`config.mk`:
```
export PLATFORM = sky130hd
export DESIGN_NAME = fetch_unit
export DESIGN_NICKNAME = d
export VERILOG_FILES = /design/src/rtl/fetch_pkg.sv /design/src/rtl/ifid_reg.sv /design/src/rtl/fetch_unit.sv
export SDC_FILE = /design/constraint.sdc
export NUM_CORES = 1
export LEC_CHECK = 0
export CORE_ASPECT_RATIO = 1.75
export CORE_MARGIN = 3
export CORE_UTILIZATION = 30
export CTS_BUF_LIST = sky130_fd_sc_hd__clkbuf_8 sky130_fd_sc_hd__clkbuf_16
export CTS_CLUSTER_SIZE = 8
export DETAILED_ROUTE_END_ITERATION = 8
export PLACE_DENSITY_LB_ADDON = 0.3
export SLEW_MARGIN = 10
export SYNTH_ARGS = -nofsm -noshare
export SYNTH_HDL_FRONTEND = slang
export SYNTH_SLANG_ARGS = --single-unit
export TNS_END_PERCENT = 50
```
`constraint.sdc`:
```
create_clock -name clk -period 6.83 [get_ports clk]
set_clock_uncertainty 0.2 [all_clocks]
set_input_delay 1.366 -clock clk [delete_from_list [all_inputs] [get_ports clk]]
set_output_delay 1.366 -clock clk [all_outputs]
set_load 0.02 [all_outputs]
```
`src/rtl/fetch_pkg.sv`:
```
// Shared types and constants for the instruction-fetch stage.
// Opcode field position and the HALT encoding live here.
package fetch_pkg;

    typedef enum logic [1:0] {
        IDLE,
        REQ,
        HOLD,
        HALT
    } fetch_state_t;

    localparam logic [3:0] HALT_OPC = 4'b1111;
    localparam int OPC_MSB = 31;
    localparam int OPC_LSB = 28;
    localparam int OPC_W   = OPC_MSB - OPC_LSB + 1;

endpackage

```
`src/rtl/ifid_reg.sv`:
```
// IF/ID pipeline register: flush beats hold, hold beats load.
// A cycle with no load and no hold inserts a bubble.
module ifid_reg #(
    parameter int IW = 32,
    parameter int AW = 32
) (
    input  logic          clk,
    input  logic          rst_n,
    input  logic          en_i,
    input  logic          clr_i,
    input  logic          load_i,
    input  logic [IW-1:0] instr_i,
    input  logic [AW-1:0] pc_plus_i,
    output logic [IW-1:0] instr_o,
    output logic [AW-1:0] pc_plus_o,
    output logic          valid_o
);

    always_ff @(posedge clk or negedge rst_n) begin
        if (!rst_n) begin
            instr_o   <= '0;
            pc_plus_o <= '0;
            valid_o   <= 1'b0;
        end else if (clr_i) begin
            valid_o <= 1'b0;
        end else if (en_i) begin
            if (load_i) begin
                instr_o   <= instr_i;
                pc_plus_o <= pc_plus_i;
                valid_o   <= 1'b1;
            end else begin
                valid_o <= 1'b0;
            end
        end
    end

endmodule

```
`src/rtl/fetch_unit.sv`:
```
// Instruction-fetch stage: PC, imem req/ack handshake, skid buffer,
// branch redirect with wrong-path discard, and HALT detection.
module fetch_unit
    import fetch_pkg::*;
#(
    parameter int unsigned ADDR_W   = 32,
    parameter int unsigned INSTR_W  = 32,
    parameter int unsigned PC_STEP  = 4,
    parameter logic [ADDR_W-1:0] RESET_PC = '0,
    parameter logic [3:0]  HALT_OPC = fetch_pkg::HALT_OPC
) (
    input  logic               clk,
    input  logic               reset,
    input  logic               PCSrc,
    input  logic [ADDR_W-1:0]  branchTarget,
    input  logic               stallF,
    output logic               imemReq,
    output logic [ADDR_W-1:0]  imemAddr,
    input  logic               imemAck,
    input  logic [INSTR_W-1:0] imemRdata,
    output logic [INSTR_W-1:0] instrD,
    output logic [ADDR_W-1:0]  pcPlusD,
    output logic               validD,
    output logic               halted
);

    fetch_state_t        state_q, state_d;
    logic [ADDR_W-1:0]   pcF_q, pcF_d;
    logic [ADDR_W-1:0]   savedTgt_q, savedTgt_d;
    logic                redirPend_q, redirPend_d;
    logic                bufValid_q, bufValid_d;
    logic [INSTR_W-1:0]  buf_q, buf_d;
    logic [ADDR_W-1:0]   pc_plus;
    logic                ld;
    logic [INSTR_W-1:0]  ld_instr;

    assign pc_plus  = pcF_q + ADDR_W'(PC_STEP);
    assign imemReq  = (state_q == REQ);
    assign imemAddr = pcF_q;
    assign halted   = (state_q == HALT);

    function automatic logic is_halt(input logic [INSTR_W-1:0] ins);
        return ins[INSTR_W-1 -: OPC_W] == HALT_OPC;
    endfunction

    always_ff @(posedge clk or negedge reset) begin
        if (!reset) begin
            state_q     <= IDLE;
            pcF_q       <= RESET_PC;
            savedTgt_q  <= '0;
            redirPend_q <= 1'b0;
            bufValid_q  <= 1'b0;
            buf_q       <= '0;
        end else begin
            state_q     <= state_d;
            pcF_q       <= pcF_d;
            savedTgt_q  <= savedTgt_d;
            redirPend_q <= redirPend_d;
            bufValid_q  <= bufValid_d;
            buf_q       <= buf_d;
        end
    end

    always_comb begin
        state_d     = state_q;
        pcF_d       = pcF_q;
        savedTgt_d  = savedTgt_q;
        redirPend_d = redirPend_q;
        bufValid_d  = bufValid_q;
        buf_d       = buf_q;
        ld          = 1'b0;
        ld_instr    = imemRdata;
        unique case (state_q)
            IDLE: state_d = REQ;
            REQ: begin
                if (imemAck) begin
                    // Wrong-path data: drop it and refetch at the target.
                    if (PCSrc || redirPend_q) begin
                        pcF_d       = PCSrc ? branchTarget : savedTgt_q;
                        redirPend_d = 1'b0;
                    end else if (stallF) begin
                        bufValid_d = 1'b1;
                        buf_d      = imemRdata;
                        state_d    = HOLD;
                    end else begin
                        ld      = 1'b1;
                        pcF_d   = pc_plus;
                        state_d = is_halt(imemRdata) ? HALT : REQ;
                    end
                end else if (PCSrc) begin
                    redirPend_d = 1'b1;
                    savedTgt_d  = branchTarget;
                end
            end
            HOLD: begin
                ld_instr = buf_q;
                if (PCSrc) begin
                    bufValid_d = 1'b0;
                    pcF_d      = branchTarget;
                    state_d    = REQ;
                end else if (!stallF && bufValid_q) begin
                    ld         = 1'b1;
                    pcF_d      = pc_plus;
                    bufValid_d = 1'b0;
                    state_d    = is_halt(buf_q) ? HALT : REQ;
                end
            end
            HALT: begin
                if (PCSrc) begin
                    pcF_d   = branchTarget;
                    state_d = REQ;
                end
            end
            default: state_d = IDLE;
        endcase
    end

    ifid_reg #(
        .IW(INSTR_W),
        .AW(ADDR_W)
    ) u_ifid (
        .clk      (clk),
        .rst_n    (reset),
        .en_i     (~stallF),
        .clr_i    (PCSrc),
        .load_i   (ld),
        .instr_i  (ld_instr),
        .pc_plus_i(pc_plus),
        .instr_o  (instrD),
        .pc_plus_o(pcPlusD),
        .valid_o  (validD)
    );

endmodule

```
==> Yosys cells after proc, flatten, opt, wreduce, memory -nomap -nowiden <==
Index checks and enable logic that the tools add are counted.
{ "totals": {"inputBits": 69, "word_cells": 77, "reg_bits": 165, "out_inout_bits": 99} }
{ "op_classes": {"n_mux": 36, "n_addsub": 1, "eq_ne": 13, "n_reduce_logical": 14, "n_bitwise": 4} }
{ "ops": {"columns": ["cell", "count"], "rows": [
  ["two-way mux 32 bit", 8],
  ["one-hot mux 32 bit (3 select lines)", 1],
  ["adder 32 x 3 -> 32 bit (second input constant)", 1],
  ["two-way mux 1 bit", 16],
  ["two-way mux 2 bit", 8],
  ["AND reduction 5 bit", 2],
  ["equality test 4 bit (second input constant)", 2],
  ["!= test 2 bit (second input constant)", 4],
  ["one-hot mux 2 bit (4 select lines)", 1],
  ["AND reduction 4 bit", 2],
  ["AND reduction 3 bit", 2],
  ["equality test 2 bit (second input constant)", 2],
  ["!= test 2 x 1 -> 1 bit (second input constant)", 2],
  ["NOT 1 bit", 4],
  ["one-hot mux 1 bit (2 select lines)", 2],
  ["nonzero test 2 bit", 2],
  ["!= test 3 x 2 -> 1 bit (second input constant)", 1],
  ["!= test 3 bit (second input constant)", 1],
  ["nonzero test 3 bit", 1],
  ["equality test 2 x 1 -> 1 bit (second input constant)", 1],
  ["logical NOT 2 bit", 1],
  ["AND reduction 2 bit", 1],
  ["logical AND 1 bit", 1],
  ["logical NOT 1 bit", 1],
  ["logical OR 1 bit", 1]
]} }

==> Longest topological paths before layout <==
Gate-level depths: netlist (run 1).
{ "depth": {"depth_word": 8, "depth_mapped": 10, "mapped_depth_nobuf": 7} }

==> Hierarchy <==
A second synthesis (run 1) with hierarchy kept.
{ "unflattened": {"cells_unflattened": 656, "area_unflattened_um2": 8279.2} }
{ "by_module_without_submodules": {"columns": ["mod", "area_each_um2", "instances", "cells_per_inst", "seq_area_each_um2"], "rows": [
  ["fetch_unit", 5554.1, 1, 517, 2502.4],
  ["ifid_reg", 2725.1, 1, 139, 1626.6]
]} }

==> Worst setup path before layout (run 1) <==
No wires, ideal clock.
{ "synth_path": {"kind": "input to register", "from": "input PCSrc", "to": "register u_ifid.pc_plus_o[0]", "path_stages": 6, "setup_time_ps": 125, "arrival_time_ps": 2832, "path_slack_ps": 3674, "path_buffers": 2, "t_required_ps": 6505, "cell_sequence": "clkbuf_1 nor2_1 a32oi_1 nor4b_2 buf_2 mux2_2"} }
{ "synth_between": {"elab_chain_len": 5, "word_cells_on_any_way": 7, "cone_classes": "mux: 4; bitwise: 1; reduce/logical: 2"} }
{ "synth_lines": {"columns": ["element", "line", "source"], "rows": [
  ["from (decl)", "fetch_unit.sv:14", "input logic PCSrc,"],
  ["logical OR 1 bit", "fetch_unit.sv:78", "if (PCSrc || redirPend_q) begin"],
  ["two-way mux 1 bit", "fetch_unit.sv:78", null],
  ["two-way mux 1 bit", "fetch_unit.sv:76", "if (imemAck) begin"],
  ["one-hot mux 1 bit (2 select lines)", "fetch_unit.sv:73", "unique case (state_q)"],
  ["AND reduction 3 bit (no source line) *", null, null],
  ["to (signal assigned)", "ifid_reg.sv:29", "pc_plus_o <= pc_plus_i;"],
  ["to (decl)", "ifid_reg.sv:15", "output logic [AW-1:0] pc_plus_o,"]
]} }
Mark *: on every way between the ends. The rest lies on a longest branch, timed or not.
A chain may end at the register's enable or synchronous reset.

==> Worst setup path after layout (run 1) <==
{ "layout_path": {"from": "input PCSrc", "to": "register pcF_q[10], in the netlist imemAddr[10]"} }
{ "layout_between": {"elab_chain_len": 4, "word_cells_on_any_way": 10, "cone_classes": "eq/ne: 3; mux: 5; reduce/logical: 2"} }
{ "layout_lines": {"columns": ["element", "line", "source"], "rows": [
  ["two-way mux 32 bit or logical OR 1 bit (tied branches)", null, null],
  ["two-way mux 32 bit", "fetch_unit.sv:78", null],
  ["two-way mux 32 bit", "fetch_unit.sv:76", null],
  ["one-hot mux 32 bit (3 select lines)", "fetch_unit.sv:73", null],
  ["to (signal assigned)", "fetch_unit.sv:56", "pcF_q <= pcF_d;"],
  ["to (decl)", "fetch_unit.sv:28", "logic [ADDR_W-1:0] pcF_q, pcF_d;"]
]} }
Several ways; a longest one is shown, not always the timed one. The select of a mux whose other input is x is not followed.

==> flow_metrics.tcl, run 1 <==
set metrics [dict create \
    status "completed" \
    ys_top_cells_by_count "165 x dfrtp_1, 84 x nor2_1, 79 x a21oi_1, 67 x mux2_2" \
    dieArea_mm2 0.0281 \
    grt_overflow_total 0 \
    rsz0062_at_grt "false" \
    cts_hold_buf 0 \
    grt_pass1_wl_um 35300 \
    r2r_slack_ps 3750 \
    hp-start "u_ifid.valid_o$_DFFE_PN0P_" \
    io_buffers 167 \
    synth_seq_cells 165 \
    muxShareOfSynthArea_pct 13.9 \
    synth_top_family_by_area "compound AO/OA/AOI/OAI gates" \
    worstSkewPairLatency_ps 440 \
    whs_path_depth 1 \
    synth-simple-area-share_pct 10.6 \
    hold_path_class "reg -> reg" \
    grt_pass1_vias 6457 \
    gp_congestion 0.792 \
    drive_gt1_share_pct 14.4 \
    routed_wl_um 22600 \
    synth_area_leader_cell "dfrtp_1" \
    antenna_left 0 \
    synthArstFlopShare_pct 100 \
    die_h_um 220 \
    cts.clk_slew.worst_paths_ps 60 \
    fin_crit_sh_pct 58.8 \
    drcViolationCount 0 \
    startpoint_type "input port" \
    utilization_pct 41.0 \
    synth-adder-area-share_pct 0.799 \
    diodes 0 \
    area_delta_synth_final_pct 33.1 \
    end_kind "flop" \
    hold_viol 0 \
    cts_tree "done" \
    ys_warn_count 0 \
    dp_hpwl_um 15400 \
    synthCells 716 \
    vias 6136 \
    antenna_found_initial 0 \
    reg2reg_depth 6 \
    rows 77 \
    slew_headroom_pct 39.2 \
    cts_max_level 4 \
    synth_ff_type "dfrtp_1" \
    cp_data_arrival_time_ps 4170 \
    netlist_area_mm2 0.00783 \
    drt-vias-per-instance 5.14 \
    syn-num-nets 790 \
    synth_edf_count 0 \
    cts_resized 0 \
    synth_area_leaders "dfrtp_1 53%, mux2_2 9.6%, a21oi_1 5.1%" \
    synth_most_common_cell "dfrtp_1" \
    required_ps 6990 \
    hold-path-endpoint "u_ifid.valid_o$_DFFE_PN0P_" \
    grt.total_usage_pct 16.4 \
    leakagePower_nw 4.14 \
    wl_per_cell_um 18.9 \
    ys_types 54 \
    syn_avg_cell_area_um2 10.9 \
    worstSetupPathType "in -> reg" \
    post-route-min-period_ps 4010 \
    max_freq_mhz 249 \
    synth-xor-area-share_pct 3.13 \
    drtIter0Drc 386 \
    clock_sinks 165 \
    fill_cells 2509 \
    clockRootBuffer "clkbuf_16" \
    finalSetupViolations 0 \
    tightest_slew_ps 913 \
    r2r-end "imemAddr[22]$_DFFE_PN0P_" \
    nNetsFinal 938 \
    crit_fanout 29 \
    yosys.area.top_type_share_pct 52.8 \
    drt_first_pass_iters 6 \
    io_pins 168 \
    cts_setup_buffers 0 \
    ys_seq_area_share_pct 52.8 \
    irDropWorstVdd_uv 298 \
    setup_tns_ps 0 \
    cts_buffers 17 \
    synth_compound_area_share_pct 15.3 \
    rr_startpoint "imemAddr[3]$_DFFE_PN0P_" \
    core_mm2 0.0254 \
    start_util_pct 30.8 \
    cts_buffer_depth 2 \
    cap_violations 0 \
    power.density_mw_per_mm2 485 \
    slew_viol_final 0 \
    grt_start_max_net_pins 75 \
    die_w_um 128 \
]
==> layer usage <==
metal / share of wire (%) / routed length, µm / vias to the layer above / global-route usage (%)
li1: - / - / 2889 / -
met1: 38 / 8620 / 3028 / 17.7
met2: 53 / 12100 / 177 / 29.4
met3: 5.5 / 1230 / 42 / 5.00
met4: 3.1 / 698 / 0 / 7.08
met5: 0 / 0 / - / 0
==> registers in the layout, indices dropped and copies added (netlist names) <==
register	cells
imemAddr	32
u_ifid.instr_o	32
bufValid_q	1
u_ifid.pc_plus_o	32
savedTgt_q	32
state_q	2
redirPend_q	1
u_ifid.valid_o	1
buf_q	32
==> cells in the final DEF (no fill, tap or decap), types with 18 or more instances in the layout <==
cell type,instances
clkdlybuf4s50_1,166
dfrtp_1,165
nor2_1,84
a21oi_1,79
mux2_2,67
mux2i_1,33
o21ai_0,33
xnor2_1,25
inv_1,23
a22oi_1,18
==> kinds of logic (layout without fill, tap and decap cells) <==
family	after synthesis	count (layout)
xor+xnor	28	28
simple gates	160	160
compound gates	190	190
mux	100	100
flops	165	165
buf+inv	68	229
fa+ha+maj	5	5
==> power breakdown <==
part           switching [W]  internal (W)
logic                0.00114       0.00105
clock network       0.000397      0.000635
registers           0.000376       0.00146
==> final cells by class <==
type                            count  area (µm²)  area share [%]
Sequential cell                   165        4130            39.6
Multi-Input combinational cell    483        3430            33.0
Timing Repair Buffer              179        1760            16.9
Clock buffer                       20         467            4.48
Tap cell                          316         395            3.79
Clock inverter                     12         163            1.56
Inverter                           18        67.6           0.648
==> critical path, cell delays in order <==
cell and delay (ps):
clkdlybuf4s50_1 660, or3b_2 540, a21boi_0 220, or3_1 710, buf_4 430, o21ai_0 130
o21ai_0 100
==> worst max-delay path by stage <==
stage | start | end | slack (ps) | depth (start not counted)
global route | PCSrc | imemAddr[12]$_DFFE_PN0P_ | 2540 | 7
detailed placement | PCSrc | imemAddr[10]$_DFFE_PN0P_ | 2360 | 7
finish | PCSrc | imemAddr[10]$_DFFE_PN0P_ | 2820 | 7
floorplan | PCSrc | u_ifid.pc_plus_o[0]$_DFFE_PN0P_ | 3670 | 6
global placement | PCSrc | imemAddr[10]$_DFFE_PN0P_ | 2470 | 7
CTS | PCSrc | imemAddr[12]$_DFFE_PN0P_ | 2850 | 7
==> per-stage QoR <==
step                instance area (µm²)  total power (W)  worst slack [ps]  hold WS, ps  instances
finish                            10400          0.00506              2820          302       1193
global route                      10400          0.00539              2540          315       1193
CTS                               10400          0.00513              2850          305       1193
detailed placement                 9790          0.00407              2360          284       1161
global placement                   9790          0.00403              2470          268       1161
floorplan                          7830          0.00307              3670          271        716
No activity file was read; power rests on OpenSTA's default activity.
==> inputs of run 2 (changes only) <==
==> constraint.sdc (replaced) <==
create_clock -name clk -period 3.47 [get_ports clk]
set_clock_uncertainty 0.2 [all_clocks]
set_input_delay 0.694 -clock clk [delete_from_list [all_inputs] [get_ports clk]]
set_output_delay 0.694 -clock clk [all_outputs]
set_load 0.02 [all_outputs]
==> flow_metrics.tcl, run 2 (same netlist as run 1, synthesis figures left out) <==
set metrics [dict create \
    status "completed" \
    crit_fanout 11 \
    start_util_pct 30.8 \
    power.density_mw_per_mm2 934 \
    multi_input_area_mm2 0.00343 \
    fill_cells 2541 \
    grt.busiest_layer "met2" \
    startpoint_type "flop" \
    clockRootBuffer "clkbuf_16" \
    core_mm2 0.0254 \
    slew_viol_final 0 \
    leakagePower_nw 4.17 \
    grt_pass1_vias 6302 \
    required_ps 2580 \
    cts_tree "done" \
    vias 6117 \
    rows 77 \
    routed_wl_um 22400 \
    cts_hold_buf 0 \
    cp_data_arrival_time_ps 2000 \
    wl_per_cell_um 18.7 \
    rsz0062_at_grt "false" \
    drtIter0Drc 339 \
    dp.cells 1169 \
    antenna_found_initial 0 \
    cts_buffers 17 \
    rr_startpoint "imemAddr[2]$_DFFE_PN0P_" \
    cap_violations 0 \
    use_met3_pct 4.24 \
    io_buffers 167 \
    drcViolationCount 0 \
    post-route-min-period_ps 2890 \
    die_h_um 220 \
    cts_resized 0 \
    setup_tns_ps 0 \
    max_freq_mhz 346 \
    diodes 0 \
    met1_usage_pct 18.0 \
    io_pins 168 \
    grtUsageMet2_pct 30.2 \
    dieArea_mm2 0.0281 \
    drive_gt1_share_pct 15.0 \
    cts_buffer_depth 2 \
    reg2reg_depth 7 \
    grt.total_usage_pct 16.5 \
    cts_max_level 4 \
    r2r_slack_ps 900 \
    end_kind "output pin" \
    finalSetupViolations 0 \
    antenna_left 0 \
    hold_path_class "in -> async" \
    worstSetupPathType "reg -> out" \
    die_w_um 128 \
    clock_sinks 165 \
    grt_start_max_net_pins 67 \
    cts.clk_slew.worst_paths_ps 60 \
    seqCellArea_mm2 0.00413 \
    dp_hpwl_um 15600 \
    nNetsFinal 946 \
    gp_congestion 0.803 \
    irDropWorstVdd_uv 465 \
    hold_viol 0 \
    mostFrequentLayoutCells "166 x clkdlybuf4s50_1, 165 x dfrtp_1, 84 x nor2_1" \
    worstSkewPairLatency_ps 440 \
    final_cells 1201 \
    drt_first_pass_iters 5 \
    cts_setup_buffers 0 \
    slew_headroom_pct 43.6 \
    layout_commonest_cell "clkdlybuf4s50_1" \
    area_delta_synth_final_pct 33.8 \
    r2r-end "imemAddr[14]$_DFFE_PN0P_" \
    fin_crit_sh_pct 83.4 \
    grt_pass1_wl_um 35600 \
    grt_overflow_total 0 \
    drt-vias-per-instance 5.09 \
    tightest_slew_ps 846 \
]
-- run 2: changes by cell type in the layout (fill, tap and decap cells not counted), sizes merged --
cell	change
clkinv	+2
clkbuf	-2
clkinvlp	+1
bufinv	-2
inv	+1
buf	+8
-- run 2: how the worst max path moves through the flow --
stage	endpoint	slack [ps]	from	depth (start not counted)
2_1_floorplan	u_ifid.pc_plus_o[0]$_DFFE_PN0P_	990	PCSrc	6
3_3_place_gp	imemAddr[3]$_DFFE_PN0P_	440	PCSrc	5
3_5_place_dp	u_ifid.pc_plus_o[30]$_DFFE_PN0P_	400	PCSrc	8
4_1_cts	imemReq	520	state_q[1]$_DFFE_PN0P_	3
5_1_grt	imemReq	420	state_q[1]$_DFFE_PN0P_	3
6_report	imemReq	580	state_q[1]$_DFFE_PN0P_	3
-- run 2: final cells by class --
class | instances | share of cell area, %
well taps | 316 | 3.77
inverters | 18 | 0.645
multi-input cells | 483 | 32.8
repair buffers | 187 | 18.0
clock buffers | 18 | 4.19
clock inverters | 14 | 1.18
flip-flops and latches | 165 | 39.4
-- run 2: worst max-delay path, stage by stage (launching register included) --
cell and delay, ps:
dfrtp_1 410, inv_1 90, ha_1 360, clkdlybuf4s50_1 700
-- run 2: through the flow --
stage / setup slack, ps / cell area [µm²] / power, W / utilization (%) / hold WS (ps)
finish: 577 / 10500 / 0.00978 / 41.2 / 40.8
CTS: 524 / 10500 / 0.00995 / 41.2 / 55.1
detailed placement: 404 / 9910 / 0.00805 / 39.0 / 266
global route: 424 / 10500 / 0.0105 / 41.2 / 75.6
global placement: 442 / 9910 / 0.00798 / 39.0 / 264
floorplan: 986 / 7830 / 0.00604 / - / 198
-- run 2: power breakdown --
| part | internal, W | switching (W) |
|---|---|---|
| clock | 0.00106 | 0.000779 |
| combinational | 0.00211 | 0.00221 |
| sequential | 0.00288 | 0.000752 |
-- run 2: layer usage --
| layer | up-vias | share of wire (%) |
|---|---|---|
| li1 | 2924 | - |
| met1 | 3034 | 38 |
| met2 | 136 | 55 |
| met3 | 23 | 4.6 |
| met4 | 0 | 1.9 |
| met5 | - | 0 |
